`src/rtl/vermi_bus_pkg.sv`:
```
// Shared constants and types for the VERMI bus address decoder.
// The top address byte selects the device page.
package vermi_bus_pkg;

    localparam int PAGE_WIDTH = 8;
    localparam int DATA_WIDTH = 32;

    typedef enum logic {
        IDLE = 1'b0,
        BUSY = 1'b1
    } bus_state_t;

    localparam logic [PAGE_WIDTH-1:0] PAGE_RAM   = 8'h00;
    localparam logic [PAGE_WIDTH-1:0] PAGE_TIMER = 8'h80;
    localparam logic [PAGE_WIDTH-1:0] PAGE_UART  = 8'h81;
    localparam logic [PAGE_WIDTH-1:0] PAGE_SPARE = 8'h82;

    localparam logic [4*PAGE_WIDTH-1:0] DEFAULT_DEV_PAGE =
        {PAGE_SPARE, PAGE_UART, PAGE_TIMER, PAGE_RAM};

    function automatic logic [PAGE_WIDTH-1:0] page_of(input logic [DATA_WIDTH-1:0] addr);
        return addr[DATA_WIDTH-1 -: PAGE_WIDTH];
    endfunction

endpackage

```
`src/rtl/vermi_bus_watchdog.sv`:
```
// Wait-cycle counter for an outstanding bus access; flags expiry once the
// configured number of wait cycles has elapsed. Saturates instead of wrapping.
module vermi_bus_watchdog #(
    parameter int TIMEOUT_CYCLES = 255
) (
    input  logic clk,
    input  logic reset,
    input  logic start,
    input  logic clear,
    output logic expired
);

    localparam int CNT_W = (TIMEOUT_CYCLES > 0) ? $clog2(TIMEOUT_CYCLES + 1) : 1;
    localparam logic [CNT_W-1:0] CNT_LIMIT =
        (TIMEOUT_CYCLES > 0) ? CNT_W'(TIMEOUT_CYCLES) : CNT_W'(1);

    logic [CNT_W-1:0] count_reg;
    logic [CNT_W-1:0] count_next;

    // A zero count means idle; counting only runs between start and clear.
    always_comb begin
        count_next = count_reg;
        if (clear) begin
            count_next = '0;
        end else if (start) begin
            count_next = CNT_W'(1);
        end else if (count_reg != '0 && count_reg != CNT_LIMIT) begin
            count_next = count_reg + CNT_W'(1);
        end
    end

    always_ff @(posedge clk) begin
        if (!reset) begin
            count_reg <= '0;
        end else begin
            count_reg <= count_next;
        end
    end

    assign expired = (TIMEOUT_CYCLES != 0) && (count_reg == CNT_LIMIT);

endmodule

```
`src/rtl/vermi_bus_decoder.sv`:
```
// Single-master bus decoder: routes a request to the device whose page matches
// the top address byte, with wait-state timeout, unmapped-access fault and irq merge.
module vermi_bus_decoder
    import vermi_bus_pkg::*;
#(
    parameter int                                NUM_DEVICES       = 4,
    parameter logic [NUM_DEVICES*PAGE_WIDTH-1:0] DEV_PAGE          = DEFAULT_DEV_PAGE,
    parameter int                                TIMEOUT_CYCLES    = 255,
    parameter logic [NUM_DEVICES-1:0]            IRQ_MASK          = '1,
    parameter bit                                FAULT_ON_UNMAPPED = 1'b1
) (
    input  logic                      clk,
    input  logic                      reset,
    input  logic                      m_valid,
    input  logic [31:0]               m_address,
    input  logic [3:0]                m_wstrobe,
    input  logic [31:0]               m_wdata,
    output logic [31:0]               m_rdata,
    output logic                      m_ready,
    output logic                      m_irq,
    output logic [NUM_DEVICES-1:0]    d_valid,
    output logic [31:0]               d_address,
    output logic [3:0]                d_wstrobe,
    output logic [31:0]               d_wdata,
    input  logic [NUM_DEVICES*32-1:0] d_rdata,
    input  logic [NUM_DEVICES-1:0]    d_ready,
    input  logic [NUM_DEVICES-1:0]    d_irq,
    output logic                      fault,
    output logic [31:0]               fault_address,
    input  logic                      fault_clear
);

    localparam int SEL_W = (NUM_DEVICES > 1) ? $clog2(NUM_DEVICES) : 1;

    bus_state_t        state_reg, state_next;
    logic [SEL_W-1:0]  sel_reg, sel_next;
    logic [SEL_W-1:0]  hit_idx;
    logic [SEL_W-1:0]  sel;
    logic [NUM_DEVICES-1:0] page_match;
    logic [31:0]       dev_rdata [NUM_DEVICES];
    logic              mapped;
    logic              wd_start, wd_clear, wd_expired;
    logic              fault_event;
    logic              fault_reg;
    logic [31:0]       fault_address_reg;

    for (genvar gi = 0; gi < NUM_DEVICES; gi++) begin : g_dev
        assign page_match[gi] = (DEV_PAGE[gi*PAGE_WIDTH +: PAGE_WIDTH] == page_of(m_address));
        assign dev_rdata[gi]  = d_rdata[gi*32 +: 32];
    end

    // Scan from the top so the lowest matching index wins on duplicate pages.
    always_comb begin
        hit_idx = '0;
        for (int i = NUM_DEVICES - 1; i >= 0; i--) begin
            if (page_match[i]) begin
                hit_idx = SEL_W'(i);
            end
        end
    end

    assign mapped = |page_match;
    assign sel    = (state_reg == BUSY) ? sel_reg : hit_idx;

    always_ff @(posedge clk) begin
        if (!reset) begin
            state_reg <= IDLE;
            sel_reg   <= '0;
        end else begin
            state_reg <= state_next;
            sel_reg   <= sel_next;
        end
    end

    always_comb begin
        state_next  = state_reg;
        sel_next    = sel_reg;
        wd_start    = 1'b0;
        wd_clear    = 1'b0;
        fault_event = 1'b0;
        case (state_reg)
            IDLE: begin
                if (m_valid) begin
                    if (!mapped) begin
                        fault_event = FAULT_ON_UNMAPPED;
                    end else if (!d_ready[hit_idx]) begin
                        state_next = BUSY;
                        sel_next   = hit_idx;
                        wd_start   = 1'b1;
                    end
                end
            end
            BUSY: begin
                if (!m_valid || d_ready[sel_reg]) begin
                    state_next = IDLE;
                    wd_clear   = 1'b1;
                end else if (wd_expired) begin
                    state_next  = IDLE;
                    wd_clear    = 1'b1;
                    fault_event = 1'b1;
                end
            end
            default: begin
                state_next = IDLE;
                wd_clear   = 1'b1;
            end
        endcase
    end

    // Unmapped and timed-out accesses are answered locally with zero data.
    always_comb begin
        d_valid = '0;
        m_ready = 1'b0;
        m_rdata = '0;
        if (m_valid) begin
            if (state_reg == IDLE && !mapped) begin
                m_ready = 1'b1;
            end else if (state_reg == BUSY && wd_expired && !d_ready[sel]) begin
                m_ready = 1'b1;
            end else begin
                d_valid[sel] = 1'b1;
                m_ready      = d_ready[sel];
                m_rdata      = dev_rdata[sel];
            end
        end
    end

    vermi_bus_watchdog #(
        .TIMEOUT_CYCLES(TIMEOUT_CYCLES)
    ) u_watchdog (
        .clk    (clk),
        .reset  (reset),
        .start  (wd_start),
        .clear  (wd_clear),
        .expired(wd_expired)
    );

    // A new fault takes priority over a simultaneous clear.
    always_ff @(posedge clk) begin
        if (!reset) begin
            fault_reg         <= 1'b0;
            fault_address_reg <= '0;
        end else if (fault_event) begin
            fault_reg         <= 1'b1;
            fault_address_reg <= m_address;
        end else if (fault_clear) begin
            fault_reg         <= 1'b0;
        end
    end

    assign fault         = fault_reg;
    assign fault_address = fault_address_reg;
    assign m_irq         = (|(d_irq & IRQ_MASK)) | fault_reg;
    assign d_address     = m_address;
    assign d_wstrobe     = m_wstrobe;
    assign d_wdata       = m_wdata;

endmodule

```
`config.mk`:
```
export PLATFORM = sky130hd
export DESIGN_NAME = vermi_bus_decoder
export DESIGN_NICKNAME = d
export VERILOG_FILES = /design/src/rtl/vermi_bus_pkg.sv /design/src/rtl/vermi_bus_watchdog.sv /design/src/rtl/vermi_bus_decoder.sv
export SDC_FILE = /design/constraint.sdc
export NUM_CORES = 1
export LEC_CHECK = 0
export BUFFER_PORTS_ARGS = -buffer_cell sky130_fd_sc_hd__buf_4
export CORE_AREA = 2 2 133 135
export CTS_CLUSTER_DIAMETER = 50
export DETAILED_ROUTE_END_ITERATION = 8
export DIE_AREA = 0 0 135 137
export GPL_TIMING_DRIVEN = 0
export PLACE_DENSITY_LB_ADDON = 0.05
export SLEW_MARGIN = 20
export SYNTH_ARGS = -nofsm -noshare
export SYNTH_HDL_FRONTEND = slang
export SYNTH_SLANG_ARGS = --single-unit
```
`constraint.sdc`:
```
create_clock -name clk -period 6 [get_ports clk]
set_input_delay 1.2 -clock clk [delete_from_list [all_inputs] [get_ports clk]]
set_output_delay 1.2 -clock clk [all_outputs]
set_load 0.01 [all_outputs]
```
==> results of run 1 <==
## cell families (layout without fill, tap and decap cells)
family,after synthesis,in the layout,synth area share [%]
AOI/OAI and AO/OA,157,157,28.37
buffers and inverters,124,439,18.94
and+or+nand+nor,112,112,12.70
muxes,68,68,17.00
DFF,44,44,20.74
xor gates and xnor gates,7,7,1.443
adders and majority gates,3,3,0.8247
## cells in the final DEF, fill, tap and decap left out, types with 4 or more instances in the layout
| master | n |
|---|---|
| buf_6 | 9 |
| clkbuf_1 | 25 |
| nand2_1 | 70 |
| o21ai_0 | 4 |
| clkbuf_16 | 5 |
| a22oi_1 | 32 |
| a222oi_1 | 33 |
| buf_2 | 10 |
| nor2_1 | 13 |
| dfxtp_1 | 44 |
| inv_1 | 10 |
| buf_4 | 376 |
| mux2i_1 | 35 |
| a22o_1 | 32 |
| mux2_2 | 33 |
| xnor2_1 | 5 |
| nand3_1 | 4 |
| nor3_1 | 4 |
| a21oi_1 | 38 |
## stage by stage
stage	worst slack, ns	hold slack [ns]	utilization, %	cells
CTS	1.239	0.4638	41.11	1055
detailed placement	1.245	0.4497	40.07	1047
finish	1.286	0.4566	41.11	1055
global route	1.103	0.4758	41.11	1055
global placement	1.285	0.4432	40.07	1047
floorplan	1.964	0.4790	-	515
## worst max path at each step
stage | from | to | cells after the start
after floorplan | m_address[28] | m_rdata[0] | 6
after global placement | m_address[26] | m_rdata[16] | 8
after detailed placement | m_address[26] | m_rdata[16] | 8
after CTS | m_address[26] | m_rdata[16] | 8
after global routing | m_address[26] | m_rdata[16] | 8
final | m_address[26] | m_rdata[16] | 8
## area by class of cell
cell class	instances	area, sq um
Fill cell	1784	10040
Multi-Input combinational cell	347	2562
Timing Repair Buffer	307	2305
Sequential cell	44	880.8
Buffer	114	767.0
Tap cell	225	281.5
Clock buffer	6	138.9
Clock inverter	2	38.79
Inverter	10	37.54
## routing by layer
layer | wire (um) | GRT usage, % | vias to the layer above
li1 | - | - | 2494
met5 | 0 | 0 | -
met3 | 1582 | 3.963 | 32
met4 | 501 | 6.481 | 0
met2 | 9998 | 35.05 | 242
met1 | 7145 | 21.36 | 2444
## power breakdown
part	leakage, uW	switching (uW)	total (uW)	internal [uW]
clock	0.0000871	115	324	209
sequential	0.000361	8.53	316	308
combinational	0.00287	120	307	187
## critical path, delay by kind of cell
family | cells | cell delay (ns)
AO/OA/AOI/OAI | 2 | 0.51
buffers and inverters | 3 | 0.63
AND/OR/NAND/NOR | 3 | 1.16
==> impl_metrics.env, run 1 <==
export IMPL_die_area_sq_um=18500
export IMPL_crit_path_end_kind="output pin"
export IMPL_yosysMostFrequentCell="nand2_1"
export IMPL_post_route_period_util_pct=78.57
export IMPL_hold_viol=0
export IMPL_post_dp_hpwl_um=15740
export IMPL_hold_path_class="register to register"
export IMPL_vias_per_cell=4.940
export IMPL_root_buffer="clkbuf_16"
export IMPL_leakage_uw=0.003314
export IMPL_ir_worst_vdd_v=0.0001088
export IMPL_die_x_um=135
export IMPL_async_flop_share_pct=0
export IMPL_pwr_density_cell_nw_per_um2=135.1
export IMPL_crit_chain="buf_4 > or2_1 > or4_1 > o21ai_1 > nand3_1 > buf_2 > a21oi_1 > buf_4"
export IMPL_vias=5212
export IMPL_yosys_area_top_type="dfxtp_1"
export IMPL_rsz0062_at_grt="false"
export IMPL_drive_gt1_share_pct=53.13
export IMPL_startpoint_type="input pin"
export IMPL_status="finished clean"
export IMPL_post_cts_buffers=0
export IMPL_synth_distinct_cells=50
export IMPL_ys_seq_area_share_pct=20.74
export IMPL_start_util_pct=24.90
export IMPL_max_stage_delay_ns=0.46
export IMPL_rows=48
export IMPL_grt_overflow=0
export IMPL_r2r_start="sel_reg[0]"
export IMPL_gp_congestion=0.8336
export IMPL_cts_clk_slew_worst_paths_ns=0.07
export IMPL_reg2reg_depth=7
export IMPL_track_usage_pct=18.87
export IMPL_ys_flop_type="dfxtp_1"
export IMPL_wl_per_cell_um=18.23
export IMPL_grt_first_pass_wirelength_um=27630
export IMPL_largest_reg_flops=32
export IMPL_grt_pass1_vias=5236
export IMPL_drc=0
export IMPL_slowest_stage="or4_1"
export IMPL_min_from="fault_address[15]"
export IMPL_crit_type="input pin to output pin"
export IMPL_crit_path_frequent_cell="buf_4"
export IMPL_slew_headroom_pct=57.24
export IMPL_insertion_delay_ns=0.28
export IMPL_path_max_fanout=10
export IMPL_antenna_found_initial=0
export IMPL_ctsResizeCount=0
export IMPL_rrSetupSlack_ns=3.75
export IMPL_netlist_instances=515
export IMPL_wl_um=19230
export IMPL_fin_crit_ns=4.714
export IMPL_syn_nets=725
export IMPL_tightest_slew_ns=0.6414
export IMPL_netlist_area_sq_um=4248
export IMPL_nets=1039
export IMPL_die_h_um=137
export IMPL_ys_warn_count=0
export IMPL_port_buffers=307
export IMPL_core_area_sq_um=17060
export IMPL_final_setup_viol_count=0
export IMPL_r2r_end="fault_address[0]"
export IMPL_worstHoldEndpoint="fault_address[15]"
export IMPL_final_cell_area_sq_um=7012
export IMPL_io_pin_count=347
export IMPL_antennaDiodeCount=0
export IMPL_synth_edff_count=0
export IMPL_worstPathRequired_ns=4.80
export IMPL_cts_sinks=44
export IMPL_numCtsBuffers=5
export IMPL_ys_top_cells_by_count="70 x nand2_1, 69 x buf_4, 44 x dfxtp_1, 38 x a21oi_1, 35 x mux2i_1"
export IMPL_ys_top_cells_by_area="dfxtp_1 21%, buf_4 12%, mux2_2 8.7%"
export IMPL_grt_max_degree=15
export IMPL_clock_fmax_ghz=0.2121
export IMPL_synth_top_area_share_pct=20.74
export IMPL_dpl_cell_area_sq_um=6834
export IMPL_drt_iter0_drc=323
export IMPL_tritoncts="done"
export IMPL_htreeDepth=2
export IMPL_setup_tns_ns=0
export IMPL_p_total_uw=947.2
export IMPL_drtAntennaViolNets=0
export IMPL_postSynthAreaPerCell_sq_um=8.248
export IMPL_drv_cap=0
export IMPL_drv_slew=0
export IMPL_hold_path_depth=2
export IMPL_area_delta_synth_final_pct=65.07
export IMPL_ys_ff_latch=44
export IMPL_first_pass_iters=6
export IMPL_cts_hold_buf=0
export IMPL_ctsLongestPathBuffers=2
export IMPL_fin_worst_skew_ns=0.009466
export IMPL_crit_arrival_ns=3.51
Power figures use the tool's default switching activity.
==> inputs of run 2 (changes only) <==
ABC_AREA = 1   (was default)
CORE_AREA = 2 2 135 137   (was 2 2 133 135)
DIE_AREA = 0 0 137 139   (was 0 0 135 137)
clock period = 4 ns   (was 6 ns; I/O delays follow)
==> impl_metrics.env, run 2 <==
export IMPL_status="finished clean"
export IMPL_drive_gt1_share_pct=42.49
export IMPL_start_util_pct=24.74
export IMPL_cts_hold_buf=0
export IMPL_pwr_share_seq_pct=33.5
export IMPL_reg2reg_depth=9
export IMPL_slew_headroom_pct=66.62
export IMPL_insertion_delay_ns=0.29
export IMPL_hold_path_class="register to register"
export IMPL_wl_um=18400
export IMPL_grt_overflow=0
export IMPL_leakage_uw=0.003883
export IMPL_ctsLongestPathBuffers=2
export IMPL_cts_sinks=44
export IMPL_tritoncts="done"
export IMPL_area_delta_synth_final_pct=63.75
export IMPL_ctsResizeCount=0
export IMPL_crit_buf_inv=4
export IMPL_drt_iter0_drc=208
export IMPL_ys_ff_latch=44
export IMPL_drv_slew=0
export IMPL_drtAntennaViolNets=0
export IMPL_setup_tns_ns=0
export IMPL_rows=49
export IMPL_fillers=2021
export IMPL_first_pass_iters=5
export IMPL_min_from="fault_address[26]"
export IMPL_track_usage_pct=17.99
export IMPL_async_flop_share_pct=0
export IMPL_ys_top_cells_by_area="nand2_1 26%, dfxtp_1 20%, nand3_1 17%"
export IMPL_clock_fmax_ghz=0.3029
export IMPL_final_setup_viol_count=0
export IMPL_post_route_period_util_pct=82.54
export IMPL_layoutNonFillerInstCount=1314
export IMPL_gp_congestion=0.8595
export IMPL_multiInputGateArea_sq_um=2596
export IMPL_post_cts_buffers=0
export IMPL_synth_top_area_share_pct=25.60
export IMPL_drc=0
export IMPL_fin_worst_skew_ns=0.005271
export IMPL_cp_top_family="simple AND/OR/NAND/NOR gates"
export IMPL_switchingPower_uw=379.9
export IMPL_nets=1294
export IMPL_fin_crit_ns=3.302
export IMPL_netlist_area_sq_um=4369
export IMPL_grt_pass1_vias=5178
export IMPL_syn_nets=977
export IMPL_crit_type="input pin to output pin"
export IMPL_grt_max_degree=16
export IMPL_synth_distinct_cells=29
export IMPL_tightest_slew_ns=0.5008
export IMPL_path_max_fanout=10
export IMPL_post_dp_hpwl_um=15030
export IMPL_rsz0062_at_grt="false"
export IMPL_p_sw_share_pct=27.01
export IMPL_pwr_share_clk_pct=34.1
export IMPL_largest_reg_flops=32
export IMPL_startpoint_type="input pin"
export IMPL_cts_clk_slew_worst_paths_ns=0.06
export IMPL_ys_top_cells_by_count="298 x nand2_1, 146 x nand3_1, 74 x buf_4, 44 x dfxtp_1, 41 x a21oi_1"
export IMPL_antennaDiodeCount=0
export IMPL_vias_per_cell=4.367
export IMPL_htreeDepth=2
export IMPL_r2r_start="u_watchdog.count_reg[1]"
export IMPL_numCtsBuffers=5
export IMPL_crit_path_frequent_cell="nand2_1"
export IMPL_regArea_sq_um=880.8
export IMPL_power_internal_uw=1027
export IMPL_die_h_um=139
export IMPL_wl_per_cell_um=14.01
export IMPL_rrSetupSlack_ns=2.05
export IMPL_netlist_instances=767
export IMPL_yosysMostFrequentCell="nand2_1"
export IMPL_port_buffers=310
export IMPL_hold_viol=0
export IMPL_antenna_found_initial=0
export IMPL_ys_flop_type="dfxtp_1"
export IMPL_max_stage_delay_ns=0.25
export IMPL_hold_path_depth=2
export IMPL_die_x_um=137
export IMPL_pwr_density_cell_nw_per_um2=196.6
export IMPL_layout_commonest_cell="buf_4"
export IMPL_die_area_sq_um=19040
export IMPL_r2r_end="fault_address[1]"
export IMPL_crit_chain="buf_4 > inv_2 > nand2_1 > nor2_2 > nand2_1 > nand2_2 > buf_2 > nand3_1 > nand2_1 > nand2_1 > nand2_1 > nand2_1 > nor2_1 > buf_4"
export IMPL_synth_edff_count=0
export IMPL_ys_warn_count=0
export IMPL_crit_arrival_ns=2.50
export IMPL_final_cell_mix="384 x buf_4, 298 x nand2_1, 146 x nand3_1, 44 x dfxtp_1, 41 x a21oi_1"
export IMPL_ir_worst_vdd_v=0.0001612
export IMPL_worstPathRequired_ns=3.20
export IMPL_crit_path_end_kind="output pin"
export IMPL_io_pin_count=347
export IMPL_worstHoldEndpoint="fault_address[26]"
export IMPL_comb_power_share_pct=32.4
export IMPL_yosys_area_top_type="nand2_1"
export IMPL_slowest_stage="buf_2"
export IMPL_drv_cap=0
export IMPL_ys_seq_area_share_pct=20.16
export IMPL_dp_cells=1306
export IMPL_grt_first_pass_wirelength_um=27630
export IMPL_root_buffer="clkbuf_16"
export IMPL_postSynthAreaPerCell_sq_um=5.696
export IMPL_vias=5738
export IMPL_core_area_sq_um=17660
run 2: changes by cell type after synthesis, moves of 17 or more:
cell / before / now
a22o_1: 32 / 0
mux2_2: 33 / 0
nor2_2: 0 / 24
clkbuf_1: 25 / 8
inv_1: 10 / 28
a22oi_1: 32 / 0
nor2_1: 13 / 30
mux2i_1: 35 / 0
nand3_1: 4 / 146
buf_2: 10 / 29
a222oi_1: 33 / 0
nand2_1: 70 / 298
run 2: worst max path at each step:
stage | slack, ns | startpoint | to | cells after the start
6_report | 0.70 | m_address[30] | m_rdata[15] | 14
5_1_grt | 0.49 | m_address[30] | m_rdata[4] | 14
4_1_cts | 0.64 | m_address[30] | m_rdata[15] | 14
3_5_place_dp | 0.63 | m_address[30] | m_rdata[15] | 14
3_3_place_gp | 0.66 | m_address[30] | m_rdata[15] | 14
2_1_floorplan | 1.26 | m_address[26] | m_rdata[14] | 10
run 2: power by group through the flow:
stage	Combinational [uW]	Sequential, uW	Clock [uW]
2_1_floorplan	193	489	0
3_5_place_dp	460	481	0
3_3_place_gp	460	480	0
4_1_cts	462	471	497
5_1_grt	501	474	510
6_report	456	471	480
run 2: routing by layer:
layer | vias to the layer above | track usage (%) | part of all wire [%]
li1 | 3008 | - | -
met1 | 2511 | 22.35 | 41
met2 | 206 | 30.92 | 48
met3 | 13 | 4.569 | 8.9
met4 | 0 | 4.124 | 1.4
met5 | - | 0 | 0
run 2: stage by stage:
stage | setup slack (ns) | util [%] | instance area (sq um) | hold slack (ns) | total power (uW)
2_1_floorplan | 1.261 | - | 4369 | 0.4538 | 681.9
3_3_place_gp | 0.6584 | 39.55 | 6983 | 0.4724 | 940.5
3_5_place_dp | 0.6277 | 39.55 | 6983 | 0.4751 | 941.3
4_1_cts | 0.6388 | 40.52 | 7154 | 0.4847 | 1431
5_1_grt | 0.4890 | 40.52 | 7154 | 0.5019 | 1485
6_report | 0.6983 | 40.52 | 7154 | 0.4835 | 1407
run 2: logic make-up (layout without fill, tap and decap cells):
group                    count (synthesis)  in the layout  synth area share, %
adder cells (fa/ha/maj)                  2              2               0.5726
AND/OR/NAND/NOR                        520            520                51.72
buffers and inverters                  148            466                20.42
XOR/XNOR                                 7              7                1.403
AO/OA/AOI/OAI                           46             46                5.727
flip-flops                              44             44                20.16
run 2: final cells by class:
cell class	instances	share of cell area (%)
Buffer	116	10.79
Clock buffer	5	1.749
Clock inverter	3	0.6471
Inverter	32	1.679
Multi-Input combinational cell	575	36.29
Sequential cell	44	12.31
Tap cell	229	4.005
Timing Repair Buffer	310	32.53
run 2: tightest hold or removal path: stages (launching register included):
cell	delay, ns
dfxtp_1	0.31
nand3_1	0.07
a21oi_1	0.06
